===== config.mk =====
export PLATFORM = sky130hd
export DESIGN_NAME = apb_master
export DESIGN_NICKNAME = d
export VERILOG_FILES = /design/src/rtl/apb_pkg.sv /design/src/rtl/apb_addr_decoder.sv /design/src/rtl/apb_master.sv
export SDC_FILE = /design/constraint.sdc
export NUM_CORES = 1
export LEC_CHECK = 0
export CAP_MARGIN = 20
export CORE_UTILIZATION = 37
export CTS_CLUSTER_DIAMETER = 150
export CTS_CLUSTER_SIZE = 14
export DETAILED_ROUTE_END_ITERATION = 8
export GPL_TIMING_DRIVEN = 0
export PLACE_DENSITY = 0.88
export SYNTH_ARGS = -nofsm -noshare
export SYNTH_HDL_FRONTEND = slang
export SYNTH_SLANG_ARGS = --single-unit
export TNS_END_PERCENT = 50

===== constraint.sdc =====
create_clock -name PCLK -period 4.03 [get_ports PCLK]
set_input_delay 1.0075 -clock PCLK [delete_from_list [all_inputs] [get_ports PCLK]]
set_output_delay 1.0075 -clock PCLK [all_outputs]
set_load 0.01 [all_outputs]

===== src/rtl/apb_pkg.sv =====
// Shared types and address map for the APB initiator and its decoder.
package apb_pkg;

    typedef enum logic [1:0] {
        IDLE,
        SETUP,
        ACCESS,
        ERR
    } state_t;

    localparam int unsigned NUM_SLAVES = 4;
    localparam int unsigned IDX_W      = $clog2(NUM_SLAVES);
    localparam logic [15:0] BASE_HI    = 16'h1000;

    // Slot n occupies the 4 KiB window whose addr[15:12] equals n.
    localparam logic [31:0] SLAVE_BASE [NUM_SLAVES] = '{
        32'h1000_0000,
        32'h1000_1000,
        32'h1000_2000,
        32'h1000_3000
    };

endpackage


===== src/rtl/apb_addr_decoder.sv =====
// Address-to-slot decode plus PRDATA/PREADY return mux keyed by the latched slot index.
module apb_addr_decoder
    import apb_pkg::*;
#(
    parameter int unsigned NUM_SLAVES = apb_pkg::NUM_SLAVES,
    parameter logic [15:0] BASE_HI    = apb_pkg::BASE_HI
) (
    input  logic [31:12]           addr_i,
    input  logic [IDX_W-1:0]       sel_idx_i,
    input  logic [31:0]            prdata0_i,
    input  logic [31:0]            prdata1_i,
    input  logic [31:0]            prdata2_i,
    input  logic [31:0]            prdata3_i,
    input  logic                   pready0_i,
    input  logic                   pready1_i,
    input  logic                   pready2_i,
    input  logic                   pready3_i,
    output logic                   mapped_o,
    output logic [IDX_W-1:0]       idx_o,
    output logic [NUM_SLAVES-1:0]  sel_o,
    output logic [31:0]            prdata_o,
    output logic                   pready_o
);

    always_comb begin
        mapped_o = 1'b0;
        idx_o    = '0;
        sel_o    = '0;
        for (int unsigned i = 0; i < NUM_SLAVES; i++) begin
            if (addr_i[31:16] == BASE_HI && addr_i[15:12] == SLAVE_BASE[i][15:12]) begin
                mapped_o = 1'b1;
                idx_o    = IDX_W'(i);
                sel_o[i] = 1'b1;
            end
        end
    end

    always_comb begin
        prdata_o = '0;
        pready_o = 1'b0;
        case (sel_idx_i)
            2'd0: begin prdata_o = prdata0_i; pready_o = pready0_i; end
            2'd1: begin prdata_o = prdata1_i; pready_o = pready1_i; end
            2'd2: begin prdata_o = prdata2_i; pready_o = pready2_i; end
            2'd3: begin prdata_o = prdata3_i; pready_o = pready3_i; end
        endcase
    end

endmodule


===== src/rtl/apb_master.sv =====
// APB initiator: single-request CPU interface to SETUP/ACCESS transfers with
// unmapped-address error, wait-state timeout and back-to-back accept.
module apb_master
    import apb_pkg::*;
#(
    parameter int unsigned NUM_SLAVES = apb_pkg::NUM_SLAVES,
    parameter logic [15:0] BASE_HI    = apb_pkg::BASE_HI,
    parameter int unsigned TIMEOUT    = 16
) (
    input  logic                  PCLK,
    input  logic                  PRESET,
    input  logic                  transfer,
    input  logic                  write,
    input  logic [31:0]           addr,
    input  logic [31:0]           wdata,
    output logic [31:0]           rdata,
    output logic                  ready,
    output logic                  err,
    output logic                  busy,
    output logic [31:0]           PADDR,
    output logic                  PWRITE,
    output logic                  PENABLE,
    output logic [31:0]           PWDATA,
    output logic [NUM_SLAVES-1:0] PSEL,
    input  logic [31:0]           PRDATA0,
    input  logic [31:0]           PRDATA1,
    input  logic [31:0]           PRDATA2,
    input  logic [31:0]           PRDATA3,
    input  logic                  PREADY0,
    input  logic                  PREADY1,
    input  logic                  PREADY2,
    input  logic                  PREADY3
);

    localparam int unsigned CNT_W = 16;

    state_t                  state_q, state_d;
    logic [31:0]             paddr_q, paddr_d;
    logic [31:0]             pwdata_q, pwdata_d;
    logic                    pwrite_q, pwrite_d;
    logic [IDX_W-1:0]        idx_q, idx_d;
    logic [NUM_SLAVES-1:0]   sel_q, sel_d;
    logic [31:0]             rdata_q, rdata_d;
    logic                    ready_q, ready_d;
    logic                    err_q, err_d;
    logic [CNT_W-1:0]        cnt_q, cnt_d;

    logic                    dec_mapped;
    logic [IDX_W-1:0]        dec_idx;
    logic [NUM_SLAVES-1:0]   dec_sel;
    logic [31:0]             prdata_sel;
    logic                    pready_sel;
    logic                    accept;
    logic                    timeout_hit;

    apb_addr_decoder #(
        .NUM_SLAVES (NUM_SLAVES),
        .BASE_HI    (BASE_HI)
    ) u_dec (
        .addr_i     (addr[31:12]),
        .sel_idx_i  (idx_q),
        .prdata0_i  (PRDATA0),
        .prdata1_i  (PRDATA1),
        .prdata2_i  (PRDATA2),
        .prdata3_i  (PRDATA3),
        .pready0_i  (PREADY0),
        .pready1_i  (PREADY1),
        .pready2_i  (PREADY2),
        .pready3_i  (PREADY3),
        .mapped_o   (dec_mapped),
        .idx_o      (dec_idx),
        .sel_o      (dec_sel),
        .prdata_o   (prdata_sel),
        .pready_o   (pready_sel)
    );

    assign timeout_hit = (TIMEOUT != 0) && (cnt_q == CNT_W'(TIMEOUT - 1));

    always_ff @(posedge PCLK or posedge PRESET) begin
        if (PRESET) begin
            state_q  <= IDLE;
            paddr_q  <= '0;
            pwdata_q <= '0;
            pwrite_q <= 1'b0;
            idx_q    <= '0;
            sel_q    <= '0;
            rdata_q  <= '0;
            ready_q  <= 1'b0;
            err_q    <= 1'b0;
            cnt_q    <= '0;
        end else begin
            state_q  <= state_d;
            paddr_q  <= paddr_d;
            pwdata_q <= pwdata_d;
            pwrite_q <= pwrite_d;
            idx_q    <= idx_d;
            sel_q    <= sel_d;
            rdata_q  <= rdata_d;
            ready_q  <= ready_d;
            err_q    <= err_d;
            cnt_q    <= cnt_d;
        end
    end

    always_comb begin
        state_d  = state_q;
        paddr_d  = paddr_q;
        pwdata_d = pwdata_q;
        pwrite_d = pwrite_q;
        idx_d    = idx_q;
        sel_d    = sel_q;
        rdata_d  = rdata_q;
        ready_d  = 1'b0;
        err_d    = 1'b0;
        cnt_d    = cnt_q;
        accept   = 1'b0;

        unique case (state_q)
            IDLE: accept = transfer;
            SETUP: begin
                state_d = ACCESS;
                cnt_d   = '0;
            end
            ACCESS: begin
                // PREADY is checked before the timeout so a same-edge PREADY completes cleanly.
                if (pready_sel) begin
                    ready_d = 1'b1;
                    if (!pwrite_q) rdata_d = prdata_sel;
                    state_d = IDLE;
                    accept  = transfer;
                end else if (timeout_hit) begin
                    ready_d = 1'b1;
                    err_d   = 1'b1;
                    rdata_d = '0;
                    state_d = IDLE;
                end else begin
                    cnt_d = cnt_q + CNT_W'(1);
                end
            end
            ERR: begin
                ready_d = 1'b1;
                err_d   = 1'b1;
                rdata_d = '0;
                state_d = IDLE;
            end
            default: state_d = IDLE;
        endcase

        if (accept) begin
            paddr_d  = addr;
            pwdata_d = wdata;
            pwrite_d = write;
            idx_d    = dec_idx;
            sel_d    = dec_sel;
            state_d  = dec_mapped ? SETUP : ERR;
        end
    end

    assign PSEL    = (state_q == SETUP || state_q == ACCESS) ? sel_q : '0;
    assign PENABLE = (state_q == ACCESS);
    assign PADDR   = paddr_q;
    assign PWDATA  = pwdata_q;
    assign PWRITE  = pwrite_q;
    assign rdata   = rdata_q;
    assign ready   = ready_q;
    assign err     = err_q;
    assign busy    = (state_q != IDLE);

endmodule


# [After elaboration in Yosys (flattened, before gate mapping)]
# Index checks and enable logic that the tools add are counted.
[totals] reg_bits=123
[classes] n_addsub=1 muxes=32 eq_ne=16 reduce_logical=15
[ops] cell="32-bit case mux with 4 select lines" count=1
[ops] cell="32-bit two-way mux" count=3
[ops] cell="32-bit case mux with 2 select lines" count=1
[ops] cell="16-bit two-way mux" count=2
[ops] cell="16-bit case mux with 2 select lines" count=1
[ops] cell="16-bit by 1-bit adder with 16-bit output, second input constant" count=1
[ops] cell="16-bit by 13-bit == test with 1-bit output, second input constant" count=1
[ops] cell="16-bit by 4-bit == test with 1-bit output, second input constant" count=1
[ops] cell="1-bit two-way mux" count=12
[ops] cell="2-bit two-way mux" count=6
[ops] cell="2-bit == test, second input constant" count=4
[ops] cell="4-bit by 2-bit == test with 1-bit output, second input constant" count=2
[ops] cell="1-bit case mux with 2 select lines" count=3
[ops] cell="2-bit case mux with 3 select lines" count=1
[ops] cell="3-bit AND reduction" count=2
[ops] cell="2-bit nonzero test" count=3
[ops] cell="2-bit by 1-bit == test with 1-bit output, second input constant" count=2
[ops] cell="4-bit by 1-bit == test with 1-bit output, second input constant" count=1
[ops] cell="1-bit logical AND" count=4
[ops] cell="2-bit logical NOT" count=2
[ops] cell="4-bit logical NOT" count=1
[ops] cell="4-bit two-way mux" count=1
[ops] cell="2-bit != test, second input constant" count=2
[ops] cell="4-bit by 1-bit != test with 1-bit output, second input constant" count=1
[ops] cell="other kinds (6)" count=6

# [Depth between registers and ports, before layout]
# Gate-level depths: netlist of the first run.
[depth] depth_word=8 mapped_depth=9

# [Hierarchy]
# A second synthesis of the first run with hierarchy kept.
[hier_totals] hier_cells=503 hier_area_um2=6333.6
[by_module_without_submodules] mod="apb_master" instances=1 seq_area_each_um2=3078.0 area_per_inst_um2=5336.4 cells_each=446
[by_module_without_submodules] mod="apb_addr_decoder" instances=1 seq_area_each_um2=0.0 area_per_inst_um2=997.2 cells_each=57

# [Least setup slack after synthesis of the first run]
# OpenSTA, ideal clock, no wires.
[synth_timing] kind="input -> register" startpoint="input PREADY3" endpoint="register rdata_q[8], in the netlist rdata[8]" required_time_ps=3907 setup_time_ps=123 setup_slack_ps=1439 arrival_ps=2468 path_stages=7 n_path_buf=2 cell_sequence="mux4_2 and2_4 a221o_1 buf_2 buf_2 nand2_1 o21ai_1"
[synth_between] elab_chain_cells=3 elab_cells_between_ends=6 classes_between="eq/ne (2); mux (3); reduce/logical (1)"
[synth_lines] item="start: declaration" line_no="apb_master.sv:32" source="input logic PREADY3"
[synth_lines] item="1-bit case mux with 4 select lines *" line_no="apb_addr_decoder.sv:41" source="case (sel_idx_i)"
[synth_lines] item="3-bit by 1-bit != test with 1-bit output (no line) (tied with other cells)"
[synth_lines] item="3-bit AND reduction (no line) or 32-bit case mux with 2 select lines (tied branches)"
[synth_lines] item="end signal: assignment" line_no="apb_master.sv:98" source="rdata_q <= rdata_d;"
[synth_lines] item="end: declaration" line_no="apb_master.sv:43" source="logic [31:0] rdata_q, rdata_d;"
# Every way passes the cells marked *; elsewhere a longest branch is shown, timed or not.
# A chain may end at the register's enable or synchronous reset.

# [Worst setup path in the final report of the first run]
[layout_timing] startpoint="register state_q[1]" endpoint="output PSEL[0]"
[layout_between] elab_chain_cells=3 elab_cells_between_ends=4 classes_between="eq/ne (2); mux (1); reduce/logical (1)"
[layout_lines] item="start: declaration" line_no="apb_master.sv:37" source="state_t state_q, state_d;"
[layout_lines] item="start signal: assignment" line_no="apb_master.sv:92" source="state_q <= state_d;"
[layout_lines] item="2-bit by 1-bit == test with 1-bit output or 2-bit == test (tied branches)" line_no="apb_master.sv:159" source="assign PSEL = (state_q == SETUP || state_q == ACCESS) ? sel_q : '0;"
[layout_lines] item="1-bit logical OR *" line_no="apb_master.sv:159"
[layout_lines] item="4-bit two-way mux *" line_no="apb_master.sv:159"
[layout_lines] item="end: declaration" line_no="apb_master.sv:24" source="output logic [NUM_SLAVES-1:0] PSEL,"
# Marked as above.

==> impl_metrics.csv, run 1 <==
group,metric,value,unit
clock_tree,postCtsSetupRepairBufs,0,
routing,via_count,5807,
sta,fin_worst_skew,0.0137,ns
routing,routed_wl,20.2,mm
global_routing,gr-usage-met1,0.264,
routing,detail_route.wl_per_cell,17.1,um
power_and_ir_drop,p_per_area,661,nW/um^2
logic_synthesis,synth_most_common_cell,"nand2_1",
power_and_ir_drop,vdd_drop_max,369,uV
sta,hold_viol,0,
critical_path,rrSetupSlack,1.41,ns
worst_hold_path,hold_path_class,"flop to flop",
placed_design,hpwl,15.6,mm
critical_path,critPathRequiredTime,3.02,ns
logic_synthesis,avgSynthCellArea,9.59,sq um
sta,finalCritPeriodShare,0.845,
flow_run,maxCapViolations,0,
sta,fin_ws,0.624,ns
layout,num-nets-final,1157,
worst_hold_path,whs_endpoint,"PWDATA[29]",
critical_path,reg2reg_depth,8,
critical_path,end_kind,"output pin",
clock_tree,numCtsBuffers,17,
global_routing,antenna_found_initial,1,
clock_tree,cts_resized,0,
critical_path,crit_path_start,"state_q[1]",
worst_hold_path,worstHoldStart,"PWDATA[29]",
logic_synthesis,synth_warnings,0,
global_routing,overflow,0,
power_and_ir_drop,p_leak,4.34,nW
routing,drtPass1Iterations,5,
floorplan,dieArea,16700,sq um
floorplan,initial_utilization,0.378,
floorplan,io_pins,305,
clock_tree,holdBufCountCts,0,
sta,tightest_slew,0.899,ns
logic_synthesis,synth_cell_types,39,
floorplan,rows,46,
global_routing,grt_max_degree,40,
logic_synthesis,synth_top_cells_by_count,"nand2_1 (279), dfrtp_1 (123), o21ai_1 (35), mux4_2 (33), clkbuf_1 (16)",
logic_synthesis,syn_inst,626,
global_routing,grt_usage,0.241,
critical_path,r2r_start,"idx_q[1]",
clock_tree,clkTransAtPathRegs,0.06,ns
critical_path,arrival,2.40,ns
clock_tree,cts.sinks,123,
status,outcome,"completed",
floorplan,dieWidth,129,um
clock_tree,root_buffer,"clkbuf_16",
logic_synthesis,ys_seq_area_frac,0.513,
clock_tree,cts_buffer_depth,2,
sta,period_needed,3.41,ns
logic_synthesis,synthFlopType,"dfrtp_1",
logic_synthesis,synth_edf_count,0,
floorplan,dieHeight,129,um
routing,drtAntennaViolNets,0,
critical_path,cp_max_fo,10,
sta,hold_slack,0.472,ns
logic_synthesis,syn-cell-area,6000,sq um
placed_design,dp_slack,0.436,ns
sta,rsz0062_at_grt,"no",
placed_design,port_buffers,304,
sta,maxSlewHeadroom,0.395,
critical_path,startpoint_type,"flop",
clock_tree,cts_max_level,4,
clock_tree,worstSkewPairLatency,0.43,ns
global_routing,grt_use_met2,0.409,
routing,drtIter0Drc,313,
logic_synthesis,yosys.area.top_type,"dfrtp_1",
logic_synthesis,synth_top_area_frac,0.513,
sta,slew_violations,0,
layout,drive_gt1_frac,0.0933,
critical_path,r2r_end,"PWDATA[5]",
layout,area_growth,67.6,%
global_routing,gr-usage-met3,0.0908,
worst_hold_path,min_path_cells,2,
global_routing,grt_pass1_wl,30.1,mm
critical_path,worstSetupPathType,"flop to output pin",
clock_tree,tritoncts,"built",
routing,vias_per_cell,4.91,
floorplan,core-area,15900,sq um
global_routing,grt-busiest-layer,"met2",
logic_synthesis,syn_nets,831,
global_routing,first_global_vias,5851,
sta,fmax,294,MHz
placed_design,gp_congestion,0.795,
sta,setup_violations,0,
sta,tns,0,ns
logic_synthesis,ys_top_cells_by_area,"dfrtp_1 (51%), nand2_1 (17%), mux4_2 (12%)",
logic_synthesis,ys_ff_latch,123,
routing,drc,0,
logic_synthesis,async_reset_ff_frac,1.00,
## flip-flops by register name (all words and copies together) (netlist names)
name     count
PADDR       32
PWDATA      32
rdata       32
cnt_q       16
sel_q        4
idx_q        2
state_q      2
PWRITE       1
err          1
ready        1
## placed cells by master (no fill, tap or decap), types with 2 or more instances in the layout
cell / instances
or3_1: 2
buf_1: 8
a21oi_1: 4
o31ai_1: 7
clkbuf_8: 3
a211oi_1: 5
nor4_1: 7
a41o_1: 2
nand4_1: 3
clkbuf_1: 16
o21ai_0: 15
clkinv_4: 5
xnor2_1: 7
nor2_1: 11
buf_2: 14
and3_1: 4
clkbuf_16: 17
nand2b_1: 4
mux4_2: 33
clkdlybuf4s50_1: 304
mux2_2: 2
dfrtp_1: 123
bufinv_16: 5
ha_1: 5
nand3_1: 10
inv_1: 8
buf_12: 3
nand2_1: 279
o21ai_1: 35
and2_1: 5
buf_6: 2
clkinvlp_4: 2
## routing by layer
layer | wire, um | up-vias
met5 | 0 | -
met4 | 650 | 0
met3 | 1990 | 49
met2 | 10000 | 278
met1 | 7540 | 2712
li1 | - | 2768
## layout make-up
| type | instances | area, sq um |
|---|---|---|
| multi-input cells | 454 | 2710 |
| clock inverters | 12 | 210 |
| fillers | 1250 | 5830 |
| inverters | 9 | 37.5 |
| well taps | 216 | 270 |
| repair buffers | 307 | 3100 |
| plain buffers | 40 | 183 |
| diodes | 1 | 2.50 |
| clock buffers | 20 | 467 |
| flip-flops and latches | 123 | 3080 |
## worst max-delay path, cell delays in order (launching register included)
cell and delay [ns]:
dfrtp_1 0.39, inv_1 0.08, ha_1 0.35, clkbuf_1 0.37, and2_1 0.19, clkdlybuf4s50_1 0.60
## cell families (layout without fill, tap and decap cells)
kind of cell	after synthesis	after routing	share of synthesized area
other	0	1	0
XOR/XNOR	7	7	0.0102
multiplexers	35	35	0.128
AO/OA/AOI/OAI	79	79	0.0830
buffers and inverters	49	388	0.0361
flip-flops	123	123	0.513
adder cells (fa/ha/maj)	5	5	0.0104
AND/OR/NAND/NOR	328	328	0.220
## how the worst max path moves through the flow
stage,cells after the start,endpoint,slack (ns)
6_report,5,PSEL[0],0.62
3_3_place_gp,2,rdata[21],0.31
3_5_place_dp,8,PWDATA[5],0.44
2_1_floorplan,7,rdata[8],1.44
4_1_cts,5,PSEL[0],0.59
5_1_grt,5,PSEL[0],0.48
## through the flow
stage | area [sq um] | power [mW] | cells | utilization
2_1_floorplan | 6000 | 3.29 | 626 | -
3_3_place_gp | 9320 | 4.84 | 1146 | 0.587
3_5_place_dp | 9380 | 4.93 | 1149 | 0.590
4_1_cts | 10100 | 6.69 | 1181 | 0.633
5_1_grt | 10100 | 7.06 | 1182 | 0.633
6_report | 10100 | 6.64 | 1182 | 0.633
## report_power, final
| part | internal (mW) | switching, mW |
|---|---|---|
| Clock | 1.15 | 0.567 |
| Combinational | 1.40 | 1.47 |
| Sequential | 1.75 | 0.307 |
No activity file was read; power rests on OpenSTA's default activity.
==> run 2: changes to the inputs <==
Clock period 4.03 ns to 2.95 ns, I/O delays scaled along.
==> run 2 against run 1 <==
Wire length about the same. Combinational power rose by 37%. First-iteration DRC count rose by 10%. Design area hardly changed. Flip-flop and latch count did not move. Critical endpoint unchanged. Largest cell class unchanged.
==> impl_metrics.csv, run 2 (synthesis results as in run 1) <==
group,metric,value,unit
placed_design,hpwl,15.6,mm
worst_hold_path,hold_path_class,"flop to flop",
sta,rsz0062_at_grt,"no",
critical_path,arrival,2.13,ns
sta,hold_viol,0,
floorplan,core-area,15900,sq um
worst_hold_path,whs_endpoint,"PWDATA[29]",
global_routing,grt_usage,0.240,
clock_tree,cts_max_level,4,
power_and_ir_drop,p_per_area,903,nW/um^2
placed_design,port_buffers,304,
routing,drtIter0Drc,345,
critical_path,worstSetupPathType,"flop to output pin",
routing,via_count,5810,
sta,fmax,349,MHz
critical_path,r2r_end,"PWDATA[5]",
placed_design,placed_area,9380,sq um
layout,multiInputGateArea,2710,sq um
critical_path,rrSetupSlack,0.50,ns
floorplan,rows,46,
sta,maxSlewHeadroom,0.392,
sta,setup_violations,0,
routing,routed_wl,20.2,mm
layout,utilization,0.633,
clock_tree,cts_buffer_depth,2,
global_routing,grt_pass1_wl,30.0,mm
routing,drc,0,
status,outcome,"completed",
sta,fin_ws,0.0844,ns
sta,slew_violations,0,
layout,final_common_cell,"clkdlybuf4s50_1",
clock_tree,root_buffer,"clkbuf_16",
placed_design,gp_congestion,0.795,
layout,num-nets-final,1156,
clock_tree,worstSkewPairLatency,0.43,ns
routing,detail_route.wl_per_cell,17.1,um
placed_design,dp_slack,-0.374,ns
clock_tree,cts.sinks,123,
clock_tree,cts_resized,1,
power_and_ir_drop,p_leak,4.35,nW
sta,finalCritPeriodShare,0.971,
critical_path,reg2reg_depth,8,
sta,fin_worst_skew,0.0115,ns
global_routing,grt_max_degree,40,
layout,seqCellArea,3080,sq um
placed_design,place_inst,1149,
global_routing,antenna_found_initial,1,
critical_path,r2r_start,"idx_q[1]",
routing,vias_per_cell,4.92,
layout,fin_area,10100,sq um
layout,area_growth,67.7,%
layout,fill_cells,1250,
floorplan,io_pins,305,
sta,period_needed,2.87,ns
power_and_ir_drop,vdd_drop_max,504,uV
worst_hold_path,min_path_cells,2,
clock_tree,holdBufCountCts,0,
sta,hold_slack,0.472,ns
flow_run,maxCapViolations,0,
clock_tree,clkTransAtPathRegs,0.06,ns
floorplan,initial_utilization,0.378,
routing,drtAntennaViolNets,0,
global_routing,overflow,0,
clock_tree,tritoncts,"built",
routing,drtPass1Iterations,5,
sta,tightest_slew,0.904,ns
critical_path,critPathRequiredTime,2.21,ns
layout,drive_gt1_frac,0.0965,
critical_path,end_kind,"output pin",
layout,layout_common_cells,"clkdlybuf4s50_1 (304), nand2_1 (279), dfrtp_1 (123)",
worst_hold_path,worstHoldStart,"PWDATA[29]",
critical_path,startpoint_type,"flop",
global_routing,first_global_vias,5840,
floorplan,dieHeight,129,um
floorplan,dieArea,16700,sq um
sta,tns,0,ns
power_and_ir_drop,power,9.08,mW
clock_tree,numCtsBuffers,17,
floorplan,dieWidth,129,um
critical_path,cp_max_fo,14,
clock_tree,postCtsSetupRepairBufs,0,
layout,stdcell_count,1181,
## run 2: worst max-delay path: stages (launching register included)
cell and delay, ns:
dfrtp_1 0.39, inv_1 0.08, ha_2 0.48, and2_1 0.17, clkdlybuf4s50_1 0.59
## run 2: cell type report
type                            instances  area share
Clock buffer                           20      0.0464
Tap cell                              216      0.0269
Inverter                                9     0.00373
Sequential cell                       123       0.306
Clock inverter                         12      0.0209
Multi-Input combinational cell        454       0.270
Antenna cell                            1    0.000249
Buffer                                 39      0.0179
Timing Repair Buffer                  307       0.308
## run 2: per-layer routing
| metal | GRT usage | part of all wire | up-vias |
|---|---|---|---|
| met5 | 0 | 0 | - |
| met4 | 0.119 | 0.035 | 0 |
| met3 | 0.0908 | 0.10 | 51 |
| met2 | 0.408 | 0.50 | 287 |
| met1 | 0.264 | 0.37 | 2708 |
| li1 | - | - | 2764 |
## run 2: worst max-delay path by stage
stage,startpoint,to,cells after the start
6_report,state_q[1],PSEL[0],4
5_1_grt,PREADY3,PWDATA[0],8
4_1_cts,PREADY0,PWDATA[5],8
3_5_place_dp,PREADY0,PWDATA[5],8
3_3_place_gp,PRESET,rdata[21],2
2_1_floorplan,PREADY3,rdata[8],7
## run 2: where the power goes
part | switching, mW | total [mW] | internal (mW)
registers | 0.417 | 2.80 | 2.39
clock network | 0.776 | 2.35 | 1.57
logic | 2.00 | 3.93 | 1.92
total | 3.19 | 9.08 | 5.89
